===== src/rtl/alu_pkg.sv =====
// Shared types and helpers for the pipelined add/subtract unit.
//   stage_ctl_t  : per-beat control carried alongside each stage register
//   slice_width  : bits handled by one carry-chain slice
//   max_pos/neg  : signed saturation limits for a given result width
// No ports; imported by addsub_slice and pipelined_addsub.
package alu_pkg;

  // Upper bound on WIDTH so the saturation helpers can return a fixed-size value.
  localparam int MAX_WIDTH = 128;

  // Operand/partial-sum vectors are WIDTH-dependent and live next to this
  // struct in each stage register; this carries everything else of the beat.
  typedef struct packed {
    logic valid;  // stage holds a real beat (not a bubble)
    logic sub;    // beat is A-B
    logic sat;    // clamp on signed overflow
    logic carry;  // carry into the next slice (out of the MSB slice at the end)
  } stage_ctl_t;

  function automatic int slice_width(int width, int stages);
    return width / stages;
  endfunction

  function automatic logic [MAX_WIDTH-1:0] max_pos(int width);
    return (MAX_WIDTH'(1) << (width - 1)) - MAX_WIDTH'(1);
  endfunction

  function automatic logic [MAX_WIDTH-1:0] max_neg(int width);
    return MAX_WIDTH'(1) << (width - 1);
  endfunction

endpackage


===== src/rtl/pipelined_addsub_if.sv =====
// Operand/result handshake bundle of the pipelined add/subtract unit.
//   in_valid/in_ready   : operand beat handshake (a, b, sub, sat)
//   out_valid/out_ready : result beat handshake (result + flags)
// master = producer/consumer side, slave = the arithmetic unit.
interface pipelined_addsub_if #(
  parameter int WIDTH = 32
);
  logic             in_valid;
  logic             in_ready;
  logic [WIDTH-1:0] a;
  logic [WIDTH-1:0] b;
  logic             sub;
  logic             sat;
  logic             out_valid;
  logic             out_ready;
  logic [WIDTH-1:0] result;
  logic             p_overflow;
  logic             n_overflow;
  logic             carry_out;
  logic             zero;

  modport master (
    output in_valid, a, b, sub, sat, out_ready,
    input  in_ready, out_valid, result, p_overflow, n_overflow, carry_out, zero
  );

  modport slave (
    input  in_valid, a, b, sub, sat, out_ready,
    output in_ready, out_valid, result, p_overflow, n_overflow, carry_out, zero
  );
endinterface


===== src/rtl/addsub_slice.sv =====
// One carry-chain slice plus its stage register.
// Adds bits [IDX*SW +: SW] of a_in and bx_in (B already conditionally
// inverted) with ctl_in.carry, drops the slice sum into the partial-sum
// vector and registers everything when en is high; holds otherwise.
//   clk, reset        : clock, synchronous active-high reset
//   en                : pipeline advance
//   a_in/bx_in/s_in   : operands and partial sum from the previous stage
//   ctl_in            : beat control from the previous stage
//   a_out/.../ctl_out : registered stage payload
module addsub_slice
  import alu_pkg::*;
#(
  parameter int WIDTH  = 32,
  parameter int STAGES = 2,
  parameter int IDX    = 0
) (
  input  logic             clk,
  input  logic             reset,
  input  logic             en,
  input  logic [WIDTH-1:0] a_in,
  input  logic [WIDTH-1:0] bx_in,
  input  logic [WIDTH-1:0] s_in,
  input  stage_ctl_t       ctl_in,
  output logic [WIDTH-1:0] a_out,
  output logic [WIDTH-1:0] bx_out,
  output logic [WIDTH-1:0] s_out,
  output stage_ctl_t       ctl_out
);

  localparam int SW = slice_width(WIDTH, STAGES);
  localparam int LO = IDX * SW;

  logic [SW:0]      slice_sum;
  logic [WIDTH-1:0] s_next;
  stage_ctl_t       ctl_next;

  always_comb begin
    slice_sum = {1'b0, a_in[LO +: SW]} + {1'b0, bx_in[LO +: SW]} + {{SW{1'b0}}, ctl_in.carry};
    s_next              = s_in;
    s_next[LO +: SW]    = slice_sum[SW-1:0];
    ctl_next            = ctl_in;
    ctl_next.carry      = slice_sum[SW];
  end

  always_ff @(posedge clk) begin
    if (reset) begin
      a_out   <= '0;
      bx_out  <= '0;
      s_out   <= '0;
      ctl_out <= '0;
    end else if (en) begin
      a_out   <= a_in;
      bx_out  <= bx_in;
      s_out   <= s_next;
      ctl_out <= ctl_next;
    end
  end

endmodule


===== src/rtl/pipelined_addsub.sv =====
// Pipelined signed/unsigned add/subtract with overflow flags and optional
// signed saturation. The carry chain is split into STAGES slices, one per
// register stage; the last stage register is the output register.
//   clk, reset : clock, synchronous active-high reset
//   bus        : slave side of pipelined_addsub_if (operands in, result out)
module pipelined_addsub
  import alu_pkg::*;
#(
  parameter int WIDTH  = 32,
  parameter int STAGES = 2
) (
  input logic               clk,
  input logic               reset,
  pipelined_addsub_if.slave bus
);

  if (WIDTH < 2 || STAGES < 1 || STAGES > WIDTH || (WIDTH % STAGES) != 0 ||
      WIDTH > MAX_WIDTH) begin : g_param_check
    $error("pipelined_addsub: illegal WIDTH/STAGES combination");
  end

  localparam logic [WIDTH-1:0] SAT_POS = WIDTH'(max_pos(WIDTH));
  localparam logic [WIDTH-1:0] SAT_NEG = WIDTH'(max_neg(WIDTH));

  // Index 0 is the unregistered input beat; index k+1 is the output of stage k.
  logic [STAGES:0][WIDTH-1:0] a_st;
  logic [STAGES:0][WIDTH-1:0] bx_st;
  logic [STAGES:0][WIDTH-1:0] s_st;
  stage_ctl_t [STAGES:0]      ctl_st;

  logic             advance;
  logic             sign_a;
  logic             sign_b;
  logic             sign_s;
  logic             p_ovf;
  logic             n_ovf;
  logic [WIDTH-1:0] result_c;

  // Global stall: every stage moves only when the output slot is free or
  // being drained, so bubbles stay where they are.
  assign advance      = !ctl_st[STAGES].valid || bus.out_ready;
  assign bus.in_ready = advance;

  // Subtraction is A + ~B + 1; the +1 enters as the carry into slice 0.
  assign a_st[0]  = bus.a;
  assign bx_st[0] = bus.sub ? ~bus.b : bus.b;
  assign s_st[0]  = '0;
  assign ctl_st[0] = '{valid: bus.in_valid, sub: bus.sub, sat: bus.sat, carry: bus.sub};

  for (genvar k = 0; k < STAGES; k++) begin : g_stage
    addsub_slice #(
      .WIDTH  (WIDTH),
      .STAGES (STAGES),
      .IDX    (k)
    ) u_slice (
      .clk     (clk),
      .reset   (reset),
      .en      (advance),
      .a_in    (a_st[k]),
      .bx_in   (bx_st[k]),
      .s_in    (s_st[k]),
      .ctl_in  (ctl_st[k]),
      .a_out   (a_st[k+1]),
      .bx_out  (bx_st[k+1]),
      .s_out   (s_st[k+1]),
      .ctl_out (ctl_st[k+1])
    );
  end

  assign sign_a = a_st[STAGES][WIDTH-1];
  assign sign_b = bx_st[STAGES][WIDTH-1];
  assign sign_s = s_st[STAGES][WIDTH-1];

  // Flags describe the raw arithmetic, before any clamping.
  assign p_ovf = !sign_a && !sign_b && sign_s;
  assign n_ovf = sign_a && sign_b && !sign_s;

  always_comb begin
    result_c = s_st[STAGES];
    if (ctl_st[STAGES].sat && p_ovf) begin
      result_c = SAT_POS;
    end else if (ctl_st[STAGES].sat && n_ovf) begin
      result_c = SAT_NEG;
    end
  end

  assign bus.out_valid  = ctl_st[STAGES].valid;
  assign bus.result     = result_c;
  assign bus.p_overflow = p_ovf;
  assign bus.n_overflow = n_ovf;
  assign bus.carry_out  = ctl_st[STAGES].carry;
  // Gated with valid so an empty (reset) output register does not report zero.
  assign bus.zero       = ctl_st[STAGES].valid && (result_c == '0);

  // Below the sign bits the operands and the mode bit are no longer needed
  // once the final slice has been added.
  logic unused_final_bits;
  assign unused_final_bits = ^{a_st[STAGES][WIDTH-2:0], bx_st[STAGES][WIDTH-2:0],
                               ctl_st[STAGES].sub};

endmodule


===== src/flat_wrapper.sv =====
// flat-port wrapper written by rule: the top's interface ports become plain ports
module pipelined_addsub_flat import alu_pkg::*;
#(
  parameter int WIDTH  = 32,
  parameter int STAGES = 2
)
  (clk, reset, bus_in_valid, bus_a, bus_b, bus_sub, bus_sat, bus_out_ready, bus_in_ready, bus_out_valid, bus_result, bus_p_overflow, bus_n_overflow, bus_carry_out, bus_zero);
  pipelined_addsub_if #(.WIDTH(WIDTH)) bus_i ();
  input logic clk;
  input logic reset;
  input wire logic [$bits(bus_i.in_valid)-1:0] bus_in_valid;
  input wire logic [$bits(bus_i.a)-1:0] bus_a;
  input wire logic [$bits(bus_i.b)-1:0] bus_b;
  input wire logic [$bits(bus_i.sub)-1:0] bus_sub;
  input wire logic [$bits(bus_i.sat)-1:0] bus_sat;
  input wire logic [$bits(bus_i.out_ready)-1:0] bus_out_ready;
  output wire logic [$bits(bus_i.in_ready)-1:0] bus_in_ready;
  output wire logic [$bits(bus_i.out_valid)-1:0] bus_out_valid;
  output wire logic [$bits(bus_i.result)-1:0] bus_result;
  output wire logic [$bits(bus_i.p_overflow)-1:0] bus_p_overflow;
  output wire logic [$bits(bus_i.n_overflow)-1:0] bus_n_overflow;
  output wire logic [$bits(bus_i.carry_out)-1:0] bus_carry_out;
  output wire logic [$bits(bus_i.zero)-1:0] bus_zero;
  assign bus_i.in_valid = bus_in_valid;
  assign bus_i.a = bus_a;
  assign bus_i.b = bus_b;
  assign bus_i.sub = bus_sub;
  assign bus_i.sat = bus_sat;
  assign bus_i.out_ready = bus_out_ready;
  assign bus_in_ready = bus_i.in_ready;
  assign bus_out_valid = bus_i.out_valid;
  assign bus_result = bus_i.result;
  assign bus_p_overflow = bus_i.p_overflow;
  assign bus_n_overflow = bus_i.n_overflow;
  assign bus_carry_out = bus_i.carry_out;
  assign bus_zero = bus_i.zero;
  pipelined_addsub #(.WIDTH(WIDTH), .STAGES(STAGES)) u_core (.clk(clk), .reset(reset), .bus(bus_i));
endmodule

===== config.mk =====
export PLATFORM = sky130hd
export DESIGN_NAME = pipelined_addsub_flat
export DESIGN_NICKNAME = d
export VERILOG_FILES = /design/src/rtl/alu_pkg.sv /design/src/rtl/pipelined_addsub_if.sv /design/src/rtl/addsub_slice.sv /design/src/rtl/pipelined_addsub.sv /design/src/flat_wrapper.sv
export SDC_FILE = /design/constraint.sdc
export NUM_CORES = 1
export LEC_CHECK = 0
export ABC_AREA = 1
export CORE_MARGIN = 1.5
export CORE_UTILIZATION = 47
export DETAILED_ROUTE_END_ITERATION = 16
export PLACE_DENSITY = 0.74
export SYNTH_ARGS = -nofsm -noshare
export SYNTH_HDL_FRONTEND = slang
export SYNTH_SLANG_ARGS = --single-unit
export TNS_END_PERCENT = 30

===== constraint.sdc =====
create_clock -name clk -period 2.4 [get_ports clk]
set_input_delay 0.6 -clock clk [delete_from_list [all_inputs] [get_ports clk]]
set_output_delay 0.6 -clock clk [all_outputs]
set_load 0.01 [all_outputs]

==> flow_summary.ini, run 1 <==
[route]
drt_iter0_markers = 293
drc = 0
dr.pass1.iters = 5
finalWirelength_um = 13100
ant_nets = 0
vias_per_cell = 4.95
wl_per_cell_um = 11.9
vias = 5446

[status]
violations = setup timing
outcome = complete, but fails checks

[clocking]
clockRootBuffer = clkbuf_16
cts_made_buffers = 9
insertion_delay_ns = 0.34
holdBufCountCts = 0
htree_levels = 3
clock_path_buffers = 2
cts_sinks = 88
cts_tree = built
clkTransAtPathRegs_ns = 0.06

[timing]
fmax_mhz = 407
finalHoldViolCount = 0
fin_crit_ns = 2.46
rsz0062_at_grt = yes
finalCritPeriodShare_pct = 102
skew_ns = 0.00861
slew_violations = 0
report.final.setup_viol = 1
layout_setup_ws_ns = -0.0574
tightest_slew_ns = 0.421
slew_headroom_pct = 72.0

[die]
io_pins = 108
coreArea_sq_mm = 0.0114
dieArea_sq_mm = 0.0123
initial_core_util_pct = 48.0
die_h_um = 111
die_width_um = 111
rows = 39

[hold_path]
worst_hold_path.num_cells = 2
min_to = u_core.g_stage[1].u_slice.s_out[17]
hold_class = flop to flop
worstHoldStart = u_core.g_stage[1].u_slice.s_out[17]

[worst_setup_path]
r2r_end = u_core.g_stage[1].u_slice.ctl_out[0]
r2r-start = u_core.g_stage[0].u_slice.ctl_out[0]
cp-end-kind = output pin
r2r_slack_ns = 0.18
critPathRequiredTime_ns = 1.80
startpoint_type = flop
ff2ff_path_depth = 10
path_class = flop to output pin
critical_path_arrival_ns = 1.86
critical_path.max_fanout = 11

[logic_synthesis]
ys_seq_area_share_pct = 32.3
postSynthCellCount = 811
syn_nets = 914
synth_edf_count = 0
synth-async-reset-ratio_pct = 0
yosys-top-cells-area = dfxtp_1, nand2_1, o21ai_0
ys.flop_type = dfxtp_1
yosysTopAreaCellShare_pct = 32.3
synth_area_sq_mm = 0.00546
ys_ff_latch = 88
postSynthAreaPerCell_sq_um = 6.73
yosysTopAreaCell = dfxtp_1
yosysUniqueCellTypes = 31
ys.warnings.count = 0

[place]
dp_hpwl_um = 9870
io_buffer_count = 107
place_congestion = 0.896
dp_slack_ns = -0.111

[global_routing]
gr-total-overflow = 0
grt_pass1_vias = 4771
grt_pass1_wl_um = 22200
track_usage_pct = 21.6
grt_max_degree = 75
antenna_found_initial = 0

[power_and_ir_drop]
p_sw_share_pct = 30.3
power_frac_seq_pct = 37.1
finalPower_mw = 4.67
clock_power_share_pct = 32.6
power.density_mw_per_mm2 = 634
ir_drop_v = 0.000356
power_frac_comb_pct = 30.3
p_sw_mw = 1.42
intPower_mw = 3.25
p_leak_nw = 3.93

[flow_run]
cap_violations = 0

[layout]
num-fill-cells = 1081
fin_nets = 1055
n_antenna_cell = 0
area_growth_pct = 34.8
layout-drive-gt1-share_pct = 10.2
==> registers in the layout (all words and copies together), names as in the netlist <==
name / cells
u_core.g_stage.u_slice.s_out: 48
u_core.g_stage.u_slice.ctl_out: 6
u_core.g_stage.u_slice.a_out: 17
u_core.g_stage.u_slice.bx_out: 17
==> through the flow <==
step	instances	utilization (%)	TNS (ns)	hold slack, ns	cell area [sq um]
final	1100	64.7	-0.0574	0.481	7360
after global routing	1100	64.7	-0.154	0.506	7360
after CTS	1100	64.6	-0.146	0.487	7340
after detailed placement	1079	61.5	-0.806	0.472	6990
after global placement	1079	61.5	-0.435	0.459	6990
after floorplan	811	-	0	0.441	5460
==> per-layer routing <==
layer  global-route usage, %  wire length [um]
met5                       0                 0
met4                    6.67               202
met3                    3.94               813
met2                    30.8              5390
met1                    32.7              6690
==> cell usage after synthesis, types with 5 or more instances <==
cell type / count
dfxtp_1: 88
nand2_2: 7
nor3_1: 5
a21oi_1: 48
clkbuf_1: 21
xor2_1: 26
nand4_1: 7
inv_1: 84
o21ai_0: 91
xnor2_1: 20
nand2_1: 176
nand3_1: 45
nor2_1: 110
o21bai_1: 14
ha_1: 30
buf_2: 14
==> area by class of cell <==
class	instances	area [sq um]	area share, %
inverter	86	323	4.39
tap	143	179	2.43
multi-input combinational	599	3210	43.7
clock inverter	6	91.3	1.24
sequential	88	1760	24.0
clock buffer	10	239	3.25
timing repair buffer	168	1550	21.1
==> worst max-delay path: stages, from the launching register on <==
cell	delay, ns
dfxtp_1	0.32
inv_2	0.07
nand4_4	0.17
buf_6	0.18
nand2_1	0.08
nand3_1	0.10
nor3_2	0.12
nand3_1	0.11
nor2_1	0.12
clkdlybuf4s15_2	0.24
==> timing repair <==
action | CTS | global route
resized for setup | 39 | 6
endpoints found under the setup margin | 33 | 5
buffers inserted | 5 | 0
pin swaps | 2 | 1
gates cloned | 0 | 0
==> power groups by stage <==
stage | logic (mW) | clock network [mW] | registers, mW
floorplan | 0.846 | 0 | 1.73
global placement | 1.43 | 0 | 1.75
detailed placement | 1.45 | 0 | 1.76
CTS | 1.41 | 1.55 | 1.73
global route | 1.59 | 1.60 | 1.75
finish | 1.42 | 1.52 | 1.73
==> placed cells by master, fill, tap and decap left out, types with 29 or more instances in the layout <==
cell type,n
nor2_1,109
nand2_1,176
clkdlybuf4s50_1,72
ha_1,30
a21oi_1,48
o21ai_0,91
dfxtp_1,86
dlygate4sd2_1,29
inv_1,83
buf_4,56
nand3_1,45
==> worst max-delay path by stage <==
stage | end | cells after the start | slack, ns | start
2_1_floorplan | u_core.g_stage[0].u_slice.s_out[14] | 14 | 0.11 | bus_sub
3_3_place_gp | u_core.g_stage[0].u_slice.s_out[14] | 15 | -0.06 | bus_b[0]
3_5_place_dp | bus_zero | 8 | -0.11 | u_core.g_stage[1].u_slice.bx_out[31]
4_1_cts | bus_result[31] | 8 | -0.09 | u_core.g_stage[1].u_slice.s_out[31]
5_1_grt | bus_zero | 9 | -0.15 | u_core.g_stage[1].u_slice.s_out[31]
6_report | bus_zero | 9 | -0.06 | u_core.g_stage[1].u_slice.s_out[31]
==> kinds of logic (layout without fill, tap and decap cells) <==
group           after synthesis  in the layout  synth area share, %
flops                        88             88                 32.3
xor+xnor                     46             46                 7.38
fa+ha+maj                    33             33                 7.97
compound gates              164            164                 16.2
simple gates                356            356                 27.0
buf+inv                     124            270                 9.26
(Power assumes the default switching activity.)
==> inputs of run 2 (changes only) <==
Settings changed: CORE_UTILIZATION 47 to 28, PLACE_DENSITY 0.74 to 0.47.
==> flow_summary.ini, run 2 (synthesis gave the netlist of run 1 again) <==
[timing]
finalCritPeriodShare_pct = 98.9
whs_ns = 0.473
layout_setup_ws_ns = 0.0270
slew_headroom_pct = 71.9
rsz0062_at_grt = yes
fin_crit_ns = 2.37
report.final.setup_viol = 0
fmax_mhz = 421
slew_violations = 0
finalHoldViolCount = 0
tightest_slew_ns = 0.416
skew_ns = 0.00625

[die]
die_width_um = 143
coreArea_sq_mm = 0.0189
dieArea_sq_mm = 0.0204
initial_core_util_pct = 28.9
io_pins = 108
die_h_um = 143
rows = 50

[worst_setup_path]
cp_slowest_stage_delay_ns = 0.32
startpoint_type = flop
r2r_slack_ns = 0.16
critPathBufInv = 3
crit_family = simple AND/OR/NAND/NOR gates
crit_chain = inv_2 > nand4_4 > buf_6 > nand2_1 > nand4_1 > nor2_1 > nand3_1 > nor2_1 > buf_2
cp_common_cell = nor2_1
critPathRequiredTime_ns = 1.80
critical_path.max_fanout = 5
path_class = flop to output pin
cp-end-kind = output pin
crit_slowest_cell = dfxtp_1
critical_path_arrival_ns = 1.77

[clocking]
clock_path_buffers = 2
htree_levels = 3
holdBufCountCts = 0
cts_tree = built
clockRootBuffer = clkbuf_16
clkTransAtPathRegs_ns = 0.06
insertion_delay_ns = 0.35
cts_sinks = 88
cts_made_buffers = 9

[power_and_ir_drop]
finalPower_mw = 4.82
ir_drop_v = 0.000366
p_leak_nw = 3.96
power.density_mw_per_mm2 = 637

[layout]
regMostFlops = u_core.g_stage.u_slice.s_out
n_antenna_cell = 0
area_growth_pct = 38.7
fin_cells = 1220
final_common_cell = nand2_1
fin_nets = 1058
largest_reg_flops = 48
num-fill-cells = 2129
final_cell_mix = nand2_1, nor2_1, o21ai_0
layout-drive-gt1-share_pct = 10.9
largestRegisters = u_core.g_stage.u_slice.s_out x48, u_core.g_stage.u_slice.a_out x17, u_core.g_stage.u_slice.bx_out x17

[global_routing]
grt_max_degree = 88
grt_pass1_wl_um = 24300
antenna_found_initial = 0
grt_pass1_vias = 4860
track_usage_pct = 15.0
gr-total-overflow = 0

[route]
ant_nets = 0
wl_per_cell_um = 12.2
vias = 5281
dr.pass1.iters = 4
drc = 0
vias_per_cell = 4.33
finalWirelength_um = 14900
drt_iter0_markers = 344

[place]
dp_hpwl_um = 11300
dp_slack_ns = -0.207
io_buffer_count = 107
place_inst = 1201
place_congestion = 0.799

[flow_run]
cap_violations = 0

[hold_path]
hold_class = flop to flop

[status]
outcome = completed
==> run 2: final timing paths <==
| path | cells past startpoint | startpoint | endpoint |
|---|---|---|---|
| max | 9 | u_core.g_stage[1].u_slice.s_out[31] | bus_zero |
| min | 2 | u_core.g_stage[0].u_slice.ctl_out[3] | u_core.g_stage[1].u_slice.ctl_out[3] |
| max reg2reg | 12 | u_core.g_stage[0].u_slice.ctl_out[0] | u_core.g_stage[1].u_slice.s_out[30] |
| min reg2reg | 2 | u_core.g_stage[0].u_slice.ctl_out[3] | u_core.g_stage[1].u_slice.ctl_out[3] |
==> run 2: layout make-up <==
| class | instances | area (sq um) | area share [%] |
|---|---|---|---|
| clock buffer | 9 | 225 | 2.97 |
| timing repair buffer | 171 | 1580 | 20.9 |
| clock inverter | 7 | 128 | 1.69 |
| multi-input combinational | 599 | 3230 | 42.6 |
| tap | 260 | 325 | 4.30 |
| inverter | 86 | 323 | 4.26 |
| sequential | 88 | 1770 | 23.3 |
==> run 2: timing repair <==
action	CTS	global route
gates resized for setup	42	7
buffers inserted	1	0
setup endpoints to repair	35	6
cloned	0	2
hold endpoints to repair	0	0
pin swaps	1	3
==> run 2: tightest hold or removal path, stage by stage, from the launching register on <==
cell,delay [ns]
dfxtp_1,0.33
nor2_1,0.05
nor2_1,0.07
==> run 2: metal layers <==
metal	track usage (%)	vias up	part of all wire [%]
li1	-	2896	-
met1	23.7	2271	56
met2	20.2	108	38
met3	2.92	6	4.3
met4	3.74	0	0.99
met5	0	-	0
==> run 2: metrics by stage <==
step | util [%] | area [sq um] | setup TNS (ns)
floorplan | - | 5460 | 0
global placement | 38.0 | 7170 | -1.36
detailed placement | 38.0 | 7170 | -1.63
CTS | 39.8 | 7510 | -0.0289
global route | 40.1 | 7570 | -0.0674
finish | 40.1 | 7570 | 0
==> run 2: power by group <==
| group | leakage, nW | internal [mW] | switching (mW) |
|---|---|---|---|
| clock | 0.172 | 1.03 | 0.615 |
| sequential | 0.732 | 1.63 | 0.105 |
| combinational | 3.06 | 0.682 | 0.756 |
| total | 3.96 | 3.35 | 1.48 |
